File: src/rtl/hf_reader_seq.sv
// ISO14443-A reader exchange sequencer: TX for a programmed number of bit periods, guard
// interval, then a listen window timing the first subcarrier detection or declaring a timeout.
module hf_reader_seq #(
    parameter int          CNT_W    = 16,
    parameter logic [2:0]  MOD_IDLE = 3'b000,
    parameter logic [2:0]  MOD_TX   = 3'b100,
    parameter logic [2:0]  MOD_RX   = 3'b011
) (
    input  logic             ck_1356meg,
    input  logic             rst,
    input  logic             start,
    input  logic             abort,
    input  logic [7:0]       tx_len,
    input  logic [CNT_W-1:0] guard_len,
    input  logic [CNT_W-1:0] window_len,
    input  logic             bit_strobe,
    input  logic             curbit,
    output logic [2:0]       mod_type,
    output logic             busy,
    output logic             done,
    output logic             resp_seen,
    output logic             timeout,
    output logic [CNT_W-1:0] resp_latency
);

    localparam logic [CNT_W-1:0] CNT_ZERO = {CNT_W{1'b0}};
    localparam logic [CNT_W-1:0] CNT_ONE  = {{(CNT_W-1){1'b0}}, 1'b1};

    typedef enum logic [2:0] {
        S_IDLE   = 3'd0,
        S_TX     = 3'd1,
        S_GUARD  = 3'd2,
        S_LISTEN = 3'd3,
        S_DONE   = 3'd4
    } state_t;

    state_t           r_state;
    state_t           w_next;
    logic [7:0]       r_tx_len;
    logic [CNT_W-1:0] r_guard_len;
    logic [CNT_W-1:0] r_window_len;
    logic [7:0]       r_bit_cnt;
    logic [CNT_W-1:0] r_guard_cnt;
    logic [CNT_W-1:0] r_lat_cnt;
    logic [2:0]       r_mod_type;
    logic             r_busy;
    logic             r_done;
    logic             r_resp_seen;
    logic             r_timeout;
    logic [CNT_W-1:0] r_resp_latency;
    logic             w_tx_last;
    logic             w_guard_last;
    logic             w_win_last;
    logic             w_accept;

    function automatic logic [2:0] mode_of(input state_t s);
        logic [2:0] m;
        case (s)
            S_IDLE:                   m = MOD_IDLE;
            S_TX:                     m = MOD_TX;
            S_GUARD, S_LISTEN, S_DONE: m = MOD_RX;
            default:                  m = MOD_IDLE;
        endcase
        return m;
    endfunction

    // Terminal-count decodes and next-state selection; abort overrides every transition.
    always_comb begin
        w_next       = r_state;
        w_tx_last    = bit_strobe && ((r_bit_cnt + 8'd1) == r_tx_len);
        w_guard_last = (r_guard_len == CNT_ZERO) || (r_guard_cnt == (r_guard_len - CNT_ONE));
        w_win_last   = (r_lat_cnt == r_window_len);
        w_accept     = 1'b0;
        case (r_state)
            S_IDLE: begin
                if (start) begin
                    w_accept = 1'b1;
                    w_next   = (tx_len != 8'd0) ? S_TX : S_GUARD;
                end else begin
                    w_next = S_IDLE;
                end
            end
            S_TX: begin
                if (w_tx_last) w_next = S_GUARD;
                else           w_next = S_TX;
            end
            S_GUARD: begin
                if (w_guard_last) w_next = S_LISTEN;
                else              w_next = S_GUARD;
            end
            S_LISTEN: begin
                if (curbit || w_win_last) w_next = S_DONE;
                else                      w_next = S_LISTEN;
            end
            S_DONE:  w_next = S_IDLE;
            default: w_next = S_IDLE;
        endcase
        if (abort) begin
            w_next   = S_IDLE;
            w_accept = 1'b0;
        end else begin
            w_accept = w_accept;
        end
    end

    // State, counters, latched lengths and registered outputs.
    always_ff @(posedge ck_1356meg) begin
        if (rst) begin
            r_state        <= S_IDLE;
            r_tx_len       <= 8'd0;
            r_guard_len    <= CNT_ZERO;
            r_window_len   <= CNT_ZERO;
            r_bit_cnt      <= 8'd0;
            r_guard_cnt    <= CNT_ZERO;
            r_lat_cnt      <= CNT_ZERO;
            r_mod_type     <= MOD_IDLE;
            r_busy         <= 1'b0;
            r_done         <= 1'b0;
            r_resp_seen    <= 1'b0;
            r_timeout      <= 1'b0;
            r_resp_latency <= CNT_ZERO;
        end else begin
            r_state    <= w_next;
            r_mod_type <= mode_of(w_next);
            r_busy     <= (w_next != S_IDLE);
            r_done     <= (w_next == S_DONE);
            // Counters run only while staying in their own state, so each restarts at 0 on entry.
            r_bit_cnt   <= (r_state == S_TX && w_next == S_TX) ? (r_bit_cnt + {7'd0, bit_strobe}) : 8'd0;
            r_guard_cnt <= (r_state == S_GUARD && w_next == S_GUARD) ? (r_guard_cnt + CNT_ONE) : CNT_ZERO;
            r_lat_cnt   <= (r_state == S_LISTEN && w_next == S_LISTEN) ? (r_lat_cnt + CNT_ONE) : CNT_ZERO;
            if (w_accept) begin
                r_tx_len       <= tx_len;
                r_guard_len    <= guard_len;
                r_window_len   <= window_len;
                r_resp_seen    <= 1'b0;
                r_timeout      <= 1'b0;
                r_resp_latency <= CNT_ZERO;
            end else if (r_state == S_LISTEN && !abort) begin
                if (curbit) begin
                    r_resp_latency <= r_lat_cnt;
                    r_resp_seen    <= 1'b1;
                end else if (w_win_last) begin
                    r_timeout <= 1'b1;
                end else begin
                    r_timeout <= r_timeout;
                end
            end else begin
                r_resp_seen <= r_resp_seen;
            end
        end
    end

    assign mod_type     = r_mod_type;
    assign busy         = r_busy;
    assign done         = r_done;
    assign resp_seen    = r_resp_seen;
    assign timeout      = r_timeout;
    assign resp_latency = r_resp_latency;

endmodule

File: config.mk
export PLATFORM = sky130hd
export DESIGN_NAME = hf_reader_seq
export DESIGN_NICKNAME = d
export VERILOG_FILES = /design/src/rtl/hf_reader_seq.sv
export SDC_FILE = /design/constraint.sdc
export NUM_CORES = 1
export LEC_CHECK = 0
export ABC_CLOCK_PERIOD_IN_PS = 4700
export CORE_ASPECT_RATIO = 0.6
export CORE_MARGIN = 1.5
export CORE_UTILIZATION = 50
export CTS_CLUSTER_SIZE = 40
export DETAILED_ROUTE_END_ITERATION = 10
export PLACE_DENSITY = 0.7
export SLEW_MARGIN = 20
export SYNTH_ARGS = -nofsm -noshare
export SYNTH_HDL_FRONTEND = slang
export SYNTH_SLANG_ARGS = --single-unit
File: constraint.sdc
create_clock -name ck_1356meg -period 4.7 [get_ports ck_1356meg]
set_clock_uncertainty 0.1 [all_clocks]
set_input_delay 0.94 -clock ck_1356meg [delete_from_list [all_inputs] [get_ports ck_1356meg]]
set_output_delay 0.94 -clock ck_1356meg [all_outputs]
set_load 0.05 [all_outputs]
Word-level counts from Yosys, hierarchy flattened

Cells that the tools add are included.
W data, S select, Z words.

Reductions and logical operators: 19
Multiplexer cells: 11
Equal/unequal tests: 10
Bitwise operators: 4
$add $sub $neg: 5

Operators by type and width:

| operator                | number |
|---|---|
| $add A16 B1 Y16 const B | 2 |
| $eq A16 B16 Y1          | 2 |
| $logic_not A16 Y1       | 1 |
| $sub A16 B1 Y16 const B | 1 |
| $eq A3 B2 Y1 const B    | 4 |
| $pmux W3 S4             | 1 |
| $add A8 B1 Y8           | 1 |
| $add A8 B1 Y8 const B   | 1 |
| $eq A8 B8 Y1            | 1 |
| $reduce_bool A8 Y1      | 1 |
| $reduce_or A2 Y1        | 4 |
| $eq A3 B1 Y1 const B    | 2 |
| $mux W2                 | 3 |
| $mux W3                 | 2 |
| $pmux W3 S2             | 1 |
| $logic_and A1 B1 Y1     | 5 |
| $mux W1                 | 4 |
| $not A1 Y1              | 4 |
| $eq A3 B3 Y1 const B    | 1 |
| $logic_not A3 Y1        | 1 |
| $reduce_and A3 Y1       | 1 |
| $reduce_bool A3 Y1      | 1 |
| $reduce_or A3 Y1        | 1 |
| $logic_or A1 B1 Y1      | 2 |
| 2 further kinds         | 2 |

Output and inout bits: 23
Word-level logic and storage cells: 62
Input port bits: 46
Register bits: 106

Logic depth before layout (Yosys ltp)

Word-level depth: 10
Mapped depth: 11
Gate-level depth less buffers: 9

Least setup slack after synthesis

No wires, ideal clock.

Kind: reg2reg
From: reg r_guard_len[0]
To: reg r_guard_cnt[9]
Period minus slack after synthesis: 2.688 ns
Data arrival time: 2.526 ns
Cell stages (with the launch flop): 12
Buffers on the path: 2
Library setup time: 0.062 ns
Required time: 4.538 ns
Path slack: 2.012 ns
Path through: dfxtp_1 inv_1 ha_1 or3b_1 or3_1 mux2_2 nand4_1 nor4_1 or4_1 buf_2 buf_12 nor2_4

Word-level cells in the longest chain between the ends: 10
Elaborated cells between the ends (all ways): 11
Those cells by class: add/sub: 1; eq/ne: 2; mux: 3; bitwise: 1; reduce/logical: 4

Ends and longest elaborated chain:

| item                         | RTL line | text |
|---|---|---|
| from (decl)                  | 40       | `logic [CNT_W-1:0] r_guard_len;` |
| from (signal assigned)       | 133      | `r_guard_len <= guard_len;` |
| $sub A16 B1 Y16              | 71       | `w_guard_last = (r_guard_len == CNT_ZERO) \|\| (r_guard_cnt == (r_guard_len - CNT_ONE));` |
| $eq A16 B16 Y1               | 71       |  |
| $logic_or A1 B1 Y1 *         | 71       |  |
| $mux W1 *                    | 88       | `if (w_guard_last) w_next = S_LISTEN;` |
| $pmux W3 S4 *                | 74       | `case (r_state)` |
| $mux W3 *                    | 98       | `if (abort) begin` |
| $eq A3 B2 Y1 *               | 129      | `r_guard_cnt <= (r_state == S_GUARD && w_next == S_GUARD) ? (r_guard_cnt + CNT_ONE) : CNT_ZERO;` |
| $logic_and A1 B1 Y1 *        | 129      |  |
| $not A1 Y1 (no line) *       | --       |  |
| $reduce_or A2 Y1 (no line) * | --       |  |
| to (signal assigned)         | 129      |  |
| to (decl)                    | 43       | `logic [CNT_W-1:0] r_guard_cnt;` |

Every way passes the cells marked *; elsewhere a longest branch is shown, timed or not.
A chain may end at the register's enable or synchronous reset.

Worst setup path in the final report

From: reg r_guard_len[0]
To: reg r_guard_cnt[3]

Same word-level chain as after synthesis.

==> out/metrics.yaml <==
nNetsFinal: 709
coreArea_sq_um: 9430
fmax_mhz: 290
path_clk_slew_ns: 0.06
leakage_nw: 2.17
ctsResizeCount: 0
antenna_found_initial: 0
wl_microns: 12100
worst-path-buf-inv: 1
power_density_nw_per_um2: 330
grt_pass1_wl_microns: 20200
yosys_warnings: 0
maxCapViolations: 0
synth_edf_count: 0
fin_crit_sh_pct: 73.4
slowest_delay_ns: 0.89
final_common_cell: "nand2_1"
worst_slack_ns: 1.25
cts.path.max_buffers: 2
crit_arrival_ns: 3.54
io_buffer_count: 68
p_total_mw: 1.99
seq_area_frac_synth_pct: 42.3
crit_top_cell: "nand4_1"
dp_slack_ns: 1.23
htreeDepth: 3
syn_to_final_growth_pct: 21.2
crit_required_ns: 4.79
ys_types: 54
ys.flop_type: "dfxtp_1"
period_minus_slack_ns: 3.45
cts_tree: "done"
slew_viol_final: 0
post_cts_buffers: 0
tightestPinTransition_ns: 1.05
die_w_microns: 132
ant_nets: 0
hp-class: "flip-flop to flip-flop"
relSlewSlack_pct: 30.0
synth-seq-cells: 105
finalSetupViolations: 0
drc_errors: 0
synthArstFlopShare_pct: 0
drt-pass1-iter-count: 5
grt_overflow: 0
hold_buffers: 0
start_kind: "flip-flop"
drive_gt1_share_pct: 5.74
tns_ns: 0
slowest_stage: "or4_1"
ir_worst_vdd_mv: 0.186
die_area_sq_um: 10600
crit_chain: "inv_1 -> ha_1 -> nor3b_1 -> nand4_1 -> a2111oi_0 -> nand4_1 -> nor4_1 -> or4_1 -> nor2_1"
num_vias: 4247
hpwlAfterDp_microns: 8770
grtUsageTotal_pct: 24.3
synth_area_sq_um: 4970
drtIter0Drc: 320
clk_latency_ns: 0.35
grt_pass1_vias: 4077
layout_common_cells: "nand2_1 (131), dfxtp_1 (105), clkdlybuf4s50_1 (68)"
drt-vias-per-instance: 5.36
row_count: 27
cp-end-kind: "flip-flop"
post-route-util_pct: 64.0
avgSynthCellArea_sq_um: 8.16
clock-sinks: 105
die_h_microns: 80.3
grt_max_degree: 46
hold_viol: 0
critPathTopFamily: "simple AND/OR/NAND/NOR gates"
root_buffer: "clkbuf_16"
syn_inst: 610
start_util_pct: 52.8
status: "finished clean"
cp_max_fo: 16
critPathKind: "flip-flop to flip-flop"
place.gp.congestion: 0.853
cts_made_buffers: 9
ioPinCount: 69
rsz0062_at_grt: "no"
synth_nets: 662
antenna-diode-count: 0
wl_per_cell_microns: 15.3
## per-layer routing
metal	track usage, %	part of all wire [%]
met5	0	0
met3	6.25	5.4
met1	33.5	50
met4	7.11	1.4
met2	37.6	43
## area by class of cell
class,count,area [sq um]
timing repair buffer,70,696
clock inverter,4,98.8
inverter,10,37.5
sequential,105,2100
tap,130,163
clock buffer,12,256
fill,789,3400
multi-input combinational,461,2680
## worst paths after layout
check,from,to,slack (ns),depth (start not counted)
setup / recovery,r_guard_len[0],r_guard_cnt[3],1.25,9
hold / removal,resp_latency[8],resp_latency[8],0.36,2
setup reg to reg,r_guard_len[0],r_guard_cnt[3],1.25,9
hold reg to reg,resp_latency[8],resp_latency[8],0.36,2
## synth_stat cells, drive strengths merged (5+ instances only)
library cell	instances	share of area, %
nand2	131	9.9
dfxtp	105	42
a21oi	64	6.4
nor2	63	6.1
xor2	48	8.5
xnor2	30	5.3
clkbuf	27	2.0
nand3	27	2.7
nor4	12	1.9
inv	10	0.75
and3	9	1.1
buf	7	1.3
nand4	7	0.88
nor3	7	0.80
o21ai	7	0.70
ha	6	1.5
or4	6	0.98
or3	5	0.63
## metrics by stage
stage                     cell area [sq um]  hold WS, ns  std cells
after floorplan                        4970        0.348        610
after global placement                 5670        0.346        776
after detailed placement               5670        0.350        776
after CTS                              6030        0.359        792
after global routing                   6030        0.379        792
final                                  6030        0.358        792
## registers in the layout, indices dropped and copies added, names as in the netlist
register      flops
busy              1
done              1
mod_type          2
r_bit_cnt         8
r_guard_cnt      16
r_guard_len      16
r_lat_cnt        16
r_state           3
r_tx_len          8
r_window_len     16
resp_latency     16
resp_seen         1
timeout           1
## power by group
group / leakage (nW) / switching (mW) / internal [mW]
clock network: 0.173 / 0.329 / 0.551
registers: 0.850 / 0.0183 / 0.907
logic: 1.15 / 0.0972 / 0.0905
## logic make-up after synthesis
group / Yosys count / synth area share [%]
flip-flops: 105 / 42.3
adder cells (fa/ha/maj): 6 / 1.51
buffers and inverters: 44 / 4.07
AND/OR/NAND/NOR: 282 / 27.2
XOR/XNOR: 78 / 13.7
multiplexers: 4 / 0.855
AO/OA/AOI/OAI: 91 / 10.4
## worst reg2reg max path, delay by kind of cell (launching register included)
kind / cells / cell delay, ns
fa+ha+maj: 1 / 0.19
flops: 1 / 0.35
simple gates: 6 / 2.11
compound gates: 1 / 0.48
buf+inv: 1 / 0.07
Power figures use the tool's default switching activity.
